<file path="config.mk">
export PLATFORM = sky130hd
export DESIGN_NAME = router_input_port
export DESIGN_NICKNAME = d
export VERILOG_FILES = /design/src/rtl/router_pkg.sv /design/src/rtl/sync_fifo.sv /design/src/rtl/router_input_port.sv
export SDC_FILE = /design/constraint.sdc
export NUM_CORES = 1
export LEC_CHECK = 0
export BUFFER_PORTS_ARGS = -buffer_cell sky130_fd_sc_hd__buf_4
export CAP_MARGIN = 25
export CORE_MARGIN = 1
export CORE_UTILIZATION = 60
export CTS_BUF_LIST = sky130_fd_sc_hd__clkbuf_4
export DETAILED_ROUTE_END_ITERATION = 8
export PLACE_DENSITY_LB_ADDON = 0.1
export SLEW_MARGIN = 0
export SYNTH_ARGS = -nofsm -noshare
export SYNTH_HDL_FRONTEND = slang
export SYNTH_HIERARCHICAL = 1
export SYNTH_SLANG_ARGS = --single-unit
</file>
<file path="constraint.sdc">
create_clock -name clk -period 3.8 [get_ports clk]
set_input_delay 0.19 -clock clk [delete_from_list [all_inputs] [get_ports clk]]
set_output_delay 0.19 -clock clk [all_outputs]
set_load 0.02 [all_outputs]
</file>
<file path="src/rtl/router_pkg.sv">
// router_pkg: direction encodings and routing helpers shared by the router input port
package router_pkg;
  localparam int NUM_DIR = 5;
  localparam int ADDR_MAX = 32;
  localparam int FLIT_MAX = 512;
  typedef logic [NUM_DIR-1:0] dirT;
  localparam dirT DIR_L = 5'b10000;
  localparam dirT DIR_R = 5'b01000;
  localparam dirT DIR_U = 5'b00100;
  localparam dirT DIR_D = 5'b00010;
  localparam dirT DIR_PE = 5'b00001;
  function automatic logic [ADDR_MAX-1:0] addrField(input logic [FLIT_MAX-1:0] flit, input int lsb, input int w);
    return ADDR_MAX'(flit >> lsb) & ({ADDR_MAX{1'b1}} >> (ADDR_MAX - w));
  endfunction
  function automatic dirT xyRoute(input logic [ADDR_MAX-1:0] dstX, input logic [ADDR_MAX-1:0] dstY,
                                  input logic [ADDR_MAX-1:0] curX, input logic [ADDR_MAX-1:0] curY);
    return dstX > curX ? DIR_R : dstX < curX ? DIR_L : dstY > curY ? DIR_U : dstY < curY ? DIR_D : DIR_PE;
  endfunction
endpackage

</file>
<file path="src/rtl/sync_fifo.sv">
// sync_fifo: single-clock FIFO with registered count and combinational read of the oldest entry
module sync_fifo #(
  parameter int WIDTH = 64,
  parameter int DEPTH = 4
) (
  input  logic                         clk,
  input  logic                         rst,
  input  logic                         push,
  input  logic                         pop,
  input  logic [WIDTH-1:0]             din,
  output logic [WIDTH-1:0]             dout,
  output logic                         full,
  output logic                         empty,
  output logic [$clog2(DEPTH+1)-1:0]   count
);
  localparam int AW = $clog2(DEPTH);
  localparam int CW = $clog2(DEPTH + 1);
  logic [WIDTH-1:0] mem [DEPTH];
  logic [AW-1:0] wrPtr, rdPtr;
  logic doPush, doPop;
  assign full = count == CW'(DEPTH);
  assign empty = count == '0;
  assign doPush = push && !full;
  assign doPop = pop && !empty;
  assign dout = mem[rdPtr];
  always_ff @(posedge clk) begin
    if (!rst) begin
      wrPtr <= '0;
      rdPtr <= '0;
      count <= '0;
    end else begin
      if (doPush) wrPtr <= wrPtr + 1'b1;
      if (doPop) rdPtr <= rdPtr + 1'b1;
      count <= count + CW'(doPush) - CW'(doPop);
    end
  end
  always_ff @(posedge clk) begin
    if (doPush) mem[wrPtr] <= din;
  end
endmodule

</file>
<file path="src/rtl/router_input_port.sv">
// router_input_port: buffered mesh router input with XY/minimal-adaptive routing and a registered head slot
module router_input_port
  import router_pkg::*;
#(
  parameter int         DATA_WIDTH   = 64,
  parameter int         BUFFER_DEPTH = 4,
  parameter int         ADDR_W       = 8,
  parameter int         CUR_X        = 0,
  parameter int         CUR_Y        = 0,
  parameter logic [4:0] DIRECTION    = 5'b00001,
  parameter bit         ADAPTIVE     = 1'b0,
  parameter int         CNT_W        = 16
) (
  input  logic                              clk,
  input  logic                              rst,
  input  logic                              si,
  input  logic [DATA_WIDTH-1:0]             datai,
  output logic                              ri,
  output logic [NUM_DIR-1:0]                req,
  output logic [DATA_WIDTH-1:0]             datao,
  input  logic [NUM_DIR-1:0]                gnt,
  input  logic [NUM_DIR-1:0]                out_busy,
  output logic [$clog2(BUFFER_DEPTH+1)-1:0] occupancy,
  output logic [CNT_W-1:0]                  pkt_cnt,
  output logic                              err_gnt
);
  localparam int OCC_W = $clog2(BUFFER_DEPTH + 1);
  localparam logic [ADDR_MAX-1:0] CX = ADDR_MAX'(CUR_X);
  localparam logic [ADDR_MAX-1:0] CY = ADDR_MAX'(CUR_Y);
  logic [DATA_WIDTH-1:0] fifoDout, headData;
  logic fifoFull, fifoEmpty;
  logic [OCC_W-1:0] fifoCount;
  logic [ADDR_MAX-1:0] dstX, dstY;
  dirT headRoute, xyDir, yDir, loadRoute;
  logic consume, load, badGnt, swapToY;
  sync_fifo #(.WIDTH(DATA_WIDTH), .DEPTH(BUFFER_DEPTH)) fifo (
    .clk(clk), .rst(rst), .push(si && ri), .pop(load), .din(datai),
    .dout(fifoDout), .full(fifoFull), .empty(fifoEmpty), .count(fifoCount)
  );
  assign ri = !fifoFull;
  assign req = headRoute;
  assign datao = headData;
  assign occupancy = fifoCount + OCC_W'(|headRoute);
  // an empty head slot is encoded as an all-zero route
  assign consume = |headRoute && gnt == headRoute;
  assign load = !fifoEmpty && (headRoute == '0 || consume);
  assign badGnt = |(gnt & ~headRoute);
  assign dstX = addrField(FLIT_MAX'(fifoDout), DATA_WIDTH - ADDR_W, ADDR_W);
  assign dstY = addrField(FLIT_MAX'(fifoDout), DATA_WIDTH - 2 * ADDR_W, ADDR_W);
  assign xyDir = xyRoute(dstX, dstY, CX, CY);
  assign yDir = dstY > CY ? DIR_U : DIR_D;
  // divert a busy X hop into Y only when that is still minimal and does not send the flit back upstream
  assign swapToY = ADAPTIVE && (xyDir == DIR_R || xyDir == DIR_L) && |(xyDir & out_busy)
                   && dstY != CY && yDir != DIRECTION;
  assign loadRoute = swapToY ? yDir : xyDir;
  always_ff @(posedge clk) begin
    if (!rst) begin
      headData <= '0;
      headRoute <= '0;
      pkt_cnt <= '0;
      err_gnt <= 1'b0;
    end else begin
      if (load) begin
        headData <= fifoDout;
        headRoute <= loadRoute;
      end else if (consume) begin
        headRoute <= '0;
      end
      if (consume) pkt_cnt <= pkt_cnt + 1'b1;
      if (badGnt) err_gnt <= 1'b1;
    end
  end
endmodule

</file>
* Yosys cells after proc, flatten, opt, wreduce, memory -nomap -nowiden *
Memory sizes are Yosys's and may differ from the RTL's. A register that Yosys moved wholly into a read port is not among the register bits.
Cells that the tools add are included.

storage, ports and cells
  register bits after elaboration = 93
  bits in writable memories = 256
  output and inout port bits = 90
  memories kept = 1

operators by class
  $add $sub $neg = 6
  order comparisons = 4
  equality and inequality tests = 2
  muxes and demuxes = 10
  bitwise logic cells = 2
  reduce and logical (&&, ||, !) cells = 13

memory list
  memory    words  bits a word  read ports  clocked after memory_dff  write ports  line             RTL
  fifo.mem  4      64           1           1                         1            sync_fifo.sv:18  logic [WIDTH-1:0] mem [DEPTH];

operator list
  operator               number
  $mux 5                 4
  $add 16x1->16 const B  1
  $gt 8x1->1 const B     2
  $lt 8x1->1 const B     2
  $reduce_or 5->1        2
  $add 3x1->3            2
  $mux 2                 3
  $and 5x5->5            1
  $eq 5x5->1             1
  $logic_and 1x1->1      5
  $logic_not 5->1        1
  $not 5->5              1
  $add 2x1->2 const B    2
  $eq 3x3->1 const B     1
  $logic_not 3->1        1
  $mux 3                 1
  $sub 3x1->3            1
  $logic_not 1->1        2
  $mux 1                 2
  $reduce_bool 2->1      1
  $logic_or 1x1->1       1

* Longest topological paths before layout *
Gate-level depths: netlist of run 1.

  depth after elaboration = 7
  depth in mapped cells = 14
  mapped depth without buffers = 13

* Modules after synthesis *
The synthesis of run 1 kept the hierarchy.

modules (own cells, without submodules)
  module             instances  cells each  area an instance (um2)  sequential area each (um2)
  sync_fifo          1          385         9795.6                  7867.5
  router_input_port  1          406         3378.2                  1681.6

* Worst setup path before layout of run 1 *
OpenSTA, ideal clock, no wires.

  path kind = reg-to-reg
  from = register headRoute[0] (netlist: req[0])
  to = register fifo.count[2]
  setup time = 0.115 ns
  arrival time = 2.951 ns
  data required time = 3.685 ns
  setup slack = 0.734 ns
  stages on the path, launching flop included = 15
  buffers on the path = 1
  path through = dfxtp_1 -> inv_1 -> ha_1 -> and3_2 -> a2bb2oi_2 -> inv_2 -> buf_2 -> nor2b_1 -> ha_1 -> inv_1 -> ha_1 -> fa_1 -> xor2_1 -> xnor2_1 -> and2_1

on the way
  cells in the longest elaborated chain, start to end = 6
  elaborated cells on any way between the ends = 8
  classes of those cells = add/sub: 1; eq/ne: 1; reduce/logical: 6

RTL lines
  element                                        line                     RTL
  from (decl)                                    router_input_port.sv:34  dirT headRoute, xyDir, yDir, loadRoute;
  from (signal assigned)                         router_input_port.sv:65  headRoute <= loadRoute;
  $eq 5x5->1 or $reduce_or 5->1 (tied branches)  router_input_port.sv:45  assign consume = |headRoute && gnt == headRoute;
  $logic_and 1x1->1                              router_input_port.sv:45
  $logic_or 1x1->1 *                             router_input_port.sv:46  assign load = !fifoEmpty && (headRoute == '0 || consume);
  $logic_and 1x1->1 *                            router_input_port.sv:46
  net load                                       router_input_port.sv:35  logic consume, load, badGnt, swapToY;
  $logic_and 1x1->1 *                            sync_fifo.sv:24          assign doPop = pop && !empty;
  net fifo.doPop                                 sync_fifo.sv:20          logic doPush, doPop;
  $sub 3x1->3 *                                  sync_fifo.sv:34          count <= count + CW'(doPush) - CW'(doPop);
  to (signal assigned)                           sync_fifo.sv:34
  to (decl)                                      sync_fifo.sv:14          output logic [$clog2(DEPTH+1)-1:0] count

Mark *: on every way through the listed nets, which the timed path passes. The rest lies on a longest branch.
A chain may end at the register's enable or synchronous reset.

* Final worst setup path of run 1 *
  from = register headRoute[2] (netlist: req[2])
  to = register fifo.count[2]

on the way
  cells in the longest elaborated chain, start to end = 6
  elaborated cells on any way between the ends = 8
  classes of those cells = add/sub: 1; eq/ne: 1; reduce/logical: 6

RTL lines
  element                                        line
  $eq 5x5->1 or $reduce_or 5->1 (tied branches)  router_input_port.sv:45
  $logic_and 1x1->1                              router_input_port.sv:45
  $logic_or 1x1->1 *                             router_input_port.sv:46
  $logic_and 1x1->1 *                            router_input_port.sv:46
  $logic_and 1x1->1 *                            sync_fifo.sv:24
  net fifo.doPop                                 sync_fifo.sv:20
  $sub 3x1->3 *                                  sync_fifo.sv:34

Marks and branches as above.

==> results of run 1 <==
## cell usage in the layout (no fill, tap or decap), types with 6 or more instances in the layout
cell,instances
clkbuf_4,143
a21oi_1,74
clkinv_1,12
nor2_1,9
ha_1,12
o31ai_1,7
edfxtp_1,256
dfxtp_1,91
nor4_1,7
nand3_1,6
nand2_1,141
dlygate4sd3_1,69
buf_4,165
or4_1,9
mux4_2,60
inv_1,11
## critical path: cells and delay by family, from the launching register on
kind                     cells  cell delay (ns)
AND/OR/NAND/NOR              3             0.55
adder cells (fa/ha/maj)      4             1.17
XOR/XNOR                     2             0.32
flip-flops                   1             0.44
AO/OA/AOI/OAI                1             0.16
buffers and inverters        3             0.16
## path summary, 6_finish.rpt
check / startpoint / endpoint / slack [ns] / cells after the start
setup / recovery: req[2] / fifo/count[2] / 0.87 / 13
hold / removal: si / fifo/wrPtr[0] / 0.18 / 4
setup reg to reg: req[2] / fifo/count[2] / 0.87 / 13
hold reg to reg: datao[9] / datao[9] / 0.46 / 2
## kinds of logic (layout without fill, tap and decap cells)
family	after synthesis	in the layout	synth area share
and+or+nand+nor	205	205	0.0745
adders and majority gates	13	13	0.0129
muxes	68	68	0.114
xor gates and xnor gates	8	8	0.00532
DFF	349	349	0.725
buffers and inverters	56	410	0.0307
other	1	5	0.000285
AOI/OAI and AO/OA	91	91	0.0379
## metrics by stage
step	instances	hold WS, ns	utilization	instance area, µm²
after floorplan	792	0.289	-	13200
after global placement	1190	0.388	0.678	14400
after detailed placement	1190	0.393	0.678	14400
after CTS	1419	0.118	0.768	16400
after global routing	1423	0.187	0.770	16400
final	1424	0.176	0.770	16400
## area by class of cell
cell class / count / share of cell area
Clock buffer: 143 / 0.0655
Tap cell: 275 / 0.0210
Clock inverter: 17 / 0.00900
Sequential cell: 349 / 0.583
Inverter: 14 / 0.00336
Timing Repair Buffer: 236 / 0.120
Multi-Input combinational cell: 387 / 0.198
Antenna cell: 3 / 0.000458
## power breakdown
| part | internal, µW | leakage, µW | total, µW | switching, µW |
|---|---|---|---|---|
| combinational | 1280 | 0.00210 | 3090 | 1810 |
| clock | 1900 | 0.000728 | 3340 | 1440 |
| sequential | 4790 | 0.00310 | 5140 | 346 |
| total | 7970 | 0.00593 | 11600 | 3590 |
## state kept, by name (all words and copies together), names as in the netlist, named ones only
signal	count
err_gnt	1
datao	64
fifo/mem	256
fifo/wrPtr	2
req	3
fifo/rdPtr	2
fifo/count	3
pkt_cnt	16
## Yosys cell counts (3+ instances only)
| cell type | n | area [µm²] |
|---|---|---|
| nor2b_1 | 3 | 18.8 |
| nor4_1 | 7 | 43.8 |
| buf_6 | 6 | 67.6 |
| nor2_1 | 9 | 33.8 |
| and2_1 | 7 | 43.8 |
| mux2i_1 | 4 | 40.0 |
| nand3_1 | 6 | 30.0 |
| a21oi_1 | 74 | 370 |
| ha_1 | 12 | 150 |
| inv_1 | 11 | 41.3 |
| edfxtp_1 | 256 | 7690 |
| nand2_1 | 141 | 529 |
| buf_12 | 6 | 120 |
| xnor2_1 | 4 | 35.0 |
| xor2_1 | 4 | 35.0 |
| mux4_1 | 4 | 105 |
| or4_1 | 9 | 67.6 |
| buf_2 | 16 | 80.1 |
| o21ai_0 | 4 | 20.0 |
| o31ai_1 | 7 | 52.6 |
| clkbuf_1 | 8 | 30.0 |
| mux4_2 | 60 | 1350 |
| dfxtp_1 | 93 | 1860 |
| nand3_2 | 3 | 30.0 |
| nand4_1 | 3 | 18.8 |
## what timing repair did
item / CTS / global route
hold buffers: 69 / 0
hold endpoints to repair: 275 / 0
setup buffers: 0 / 0
## per-layer routing
layer  wire length, µm  up-vias
li1                  -     3640
met1             10800     3956
met2             14800      273
met3              1600       31
met4               372        0
met5                 0        -
==> run metrics, run 1 <==
status=finished clean; Arrival @ worst endpoint=3.49 ns; Hold Vio Cnt, Final=0; Pre-antenna DRT Iters=5; Initial Util=0.619; unrepaired setup endpoints after global routing=no; CP Cell Sequence=inv_1 -> ha_1 -> and3_2 -> a2bb2oi_4 -> inv_2 -> nor2b_1 -> ha_1 -> inv_1 -> ha_1 -> fa_1 -> xor2_1 -> xnor2_1 -> and2_1; share of layout cells above drive strength 1=0.346; Worst-Skew Late Latency=0.69 ns; Fill cells=1262; vias in the first global route=8352; #FFs+latches synth=349; Starting DRT DRC Count=493; CTS HTree Levels=3; die area=22600 µm²; Required @ worst endpoint=4.36 ns; Post-Syn Area=13200 µm²; post-DP HPWL=14900 µm; clk root buf=clkbuf_4; vias=7900; GR Layer Usage met2=0.447; CP max-delay cell=dfxtp_1; WL final=27500 µm; grt ovf=0; Synth Flop Type=edfxtp_1; CTS tree=built; Worst Max-Slew Pin Slew=1.03 ns; Final setup viols=0; first-pass GRT wire length=42800 µm; gr busiest metal=met2; Die Width=150 µm; Lkg Pwr=0.00593 µW; initial antenna violation count=2; VDD IR-drop max=0.444 mV; Tot Pwr=11600 µW; FFs w/ async S/R, synth=0; CP Capture Type=flip-flop; register area share after synthesis=0.725; via/cell ratio=5.55; setup tns final=0 ns; syn_area_per_cell=16.7 µm²; Ports=167; worst-path fanout max=4; die height=150 µm; number of synthesized flops with an enable pin=256; Nets=1165; clk buf depth=3; max-slew violations=0; # rows=53; core area=21300 µm²; CTS clock-pin slew for the worst setup and hold paths=0.06 ns; CTS buffer count=87; Multi-input gate area=3250 µm²; Fmax=342 MHz; final worst slack=0.875 ns; Syn-to-layout area delta=24.5%; largest net degree at the start of global routing=69; Post-route DRC=0; synth warn=6; Crit Path Class=flip-flop to flip-flop; Slew HR=0.311; Sequential Area=9560 µm²; worst slack, placed=0.888 ns; PD cells=705 nW/µm²; Startpoint Class=flip-flop; Tmin final=2.93 ns; input/output buffers=159; GPL Wtd Cong=0.824; CTS Sinks=349; Hold/Removal Path Class=input pin to flip-flop; Wirelength per Cell=19.3 µm; met3 usage=0.0527; GRT Total Usage=0.253; Final Skew=0.0362 ns; max incr delay on CP=0.44 ns; GR met1 Demand/Resource=0.310; Final Cycle Share=0.770; Unique masters post-synth=53; Max-Cap Viols=0; Cells after Synth=791; crit-path most repeated cell=ha_1; Post-DRT Antenna Nets=0; post-cts resize count=0
No activity file was read; power rests on OpenSTA's default activity.
==> run 2: changes to the inputs <==
CORE_UTILIZATION = 54   (was 60)
clock period = 2.4 ns   (was 3.8 ns; I/O delays follow)
==> run metrics, run 2 (synthesis gave the netlist of run 1 again) <==
status=finished clean; CP Capture Type=flip-flop; VDD IR-drop max=0.608 mV (+37%); die area=25000 µm² (+11%); max FFs per register=256 (unchanged); first-pass GRT wire length=44300 µm (+3.6%); Max-Cap Viols=0 (unchanged); Int Power=12900 µW (+62%); switching fraction of total power=0.314 (+0.00295); clock share of power=0.278 (-0.010); vias=8069 (+2.1%); share of layout cells above drive strength 1=0.384 (+0.0389); Syn-to-layout area delta=28.8%; Starting DRT DRC Count=583 (+18%); clk root buf=clkbuf_4; CTS Sinks=349 (unchanged); Design Area, Final=17000 µm² (+3.4%); Post-DRT Antenna Nets=0 (unchanged); Startpoint Class=flip-flop; initial antenna violation count=1 (-1); Wirelength per Cell=18.9 µm (-2.3%); Final setup viols=0 (unchanged); P_sw=5910 µW (+65%); Hold/Removal Path Class=input pin to flip-flop; grt ovf=0 (unchanged); CTS clock-pin slew for the worst setup and hold paths=0.07 ns (about the same); worst slack, placed=-0.0554 ns (-0.944 ns); max-slew violations=0 (unchanged); Ports=167 (unchanged); fin util=0.716 (-0.0541); # rows=56 (+5.7%); CTS HTree Levels=3 (unchanged); Lkg Pwr=0.00613 µW (+3.3%); Post-route DRC=0 (unchanged); input/output buffers=159 (unchanged); Pre-antenna DRT Iters=7 (+2); combinational fraction of design power=0.295 (+0.027); Fill cells=1594 (+26%); Post-DP Area=14900 µm² (+3.1%); CTS buffer count=89 (+2.3%); CTS tree=built; post-DP HPWL=16200 µm (+8.7%); Die Width=158 µm (+5.3%); Initial Util=0.556 (-0.0626); GPL Wtd Cong=0.822 (-0.15%); Worst Max-Slew Pin Slew=0.843 ns (-0.190 ns); most frequent cells in the layout=256 x edfxtp_1, 179 x buf_4, 151 x clkbuf_4, 141 x nand2_1, 87 x dfxtp_1; Worst-Skew Late Latency=0.71 ns (+0.02 ns); Cells after DPL=1260 (+5.9%); Reg power frac=0.426 (-0.018); Nets=1195 (+2.6%); worst-path fanout max=3 (-1); Arrival @ worst endpoint=2.96 ns (-0.53 ns); Required @ worst endpoint=3.01 ns (-1.35 ns); Crit Path Class=flip-flop to flip-flop; Final Skew=0.0410 ns (+0.00481 ns); Tmin final=2.36 ns (-0.569 ns); unrepaired setup endpoints after global routing=yes; die height=158 µm (+5.3%); commonest non-fill, non-tap cell in the layout=edfxtp_1; largest net degree at the start of global routing=66 (-4.3%); PD cells=1110 nW/µm² (+58%); vias in the first global route=8542 (+2.3%); Slew HR=0.438 (+0.127); GRT Total Usage=0.237 (-0.0168); clk buf depth=3 (unchanged); via/cell ratio=5.36 (-3.4%); fin cells=1505 (+5.7%); final worst slack=0.0433 ns (-0.831 ns); Hold Vio Cnt, Final=0 (unchanged); core area=23700 µm² (+11%); Fmax=424 MHz (+24%); Largest Register=fifo/mem; Final Cycle Share=0.982 (+0.212); WL final=28400 µm (+3.2%)
run 2: cell type report:
type	count	area [µm²]	share of cell area
antenna	5	12.5	0.000738
clock buffer	151	1130	0.0668
clock inverter	16	104	0.00612
inverter	14	57.6	0.00339
multi-input combinational	387	3370	0.199
sequential	349	9570	0.564
tap	319	399	0.0235
timing repair buffer	264	2310	0.136
run 2: timing repair:
item,in CTS,in global routing
cloned,0,0
hold endpoints to repair,275,0
endpoints found under the setup margin,5,3
hold buffers,69,0
pin swaps,9,8
resized for setup,12,7
buffers inserted,4,0
run 2: worst max-delay path, cell delays in order (launching register included):
cell and delay [ns]:
dfxtp_4 0.37, inv_2 0.04, ha_4 0.21, and3_4 0.16, a2bb2oi_4 0.13, inv_2 0.05
nor2b_4 0.13, ha_4 0.26, inv_4 0.03, ha_4 0.14, fa_2 0.33, xor2_1 0.17
xnor2_1 0.12, and2_1 0.13
run 2: through the flow:
stage / total power (µW) / hold WS (ns) / TNS (ns)
after detailed placement: 13500 / 0.324 / -0.0827
after global placement: 13300 / 0.318 / -0.0420
after global routing: 19800 / 0.0957 / -0.0500
after CTS: 19000 / 0.0670 / -0.00836
final: 18900 / 0.124 / 0
after floorplan: 11600 / 0.219 / -0.321
run 2: path summary, 6_finish.rpt:
check | startpoint | to | slack [ns] | cells after the start
worst max-delay path | req[0] | fifo/count[2] | 0.04 | 13
worst min-delay path | si | fifo/wrPtr[1] | 0.12 | 5
worst max register to register | req[0] | fifo/count[2] | 0.04 | 13
worst min register to register | datao[2] | datao[2] | 0.45 | 2
run 2: layer usage:
metal  GRT usage  share of wire
met1       0.293           0.40
met2       0.402           0.52
met3      0.0531          0.063
met4      0.0994          0.019
met5           0              0
run 2: power by group through the flow:
stage	Sequential [µW]	Clock [µW]	Combinational (µW)
after floorplan	8560	0	3010
after global placement	8070	0	5210
after detailed placement	8140	0	5310
after CTS	8040	5400	5570
after global routing	8120	5710	6000
final	8040	5250	5560
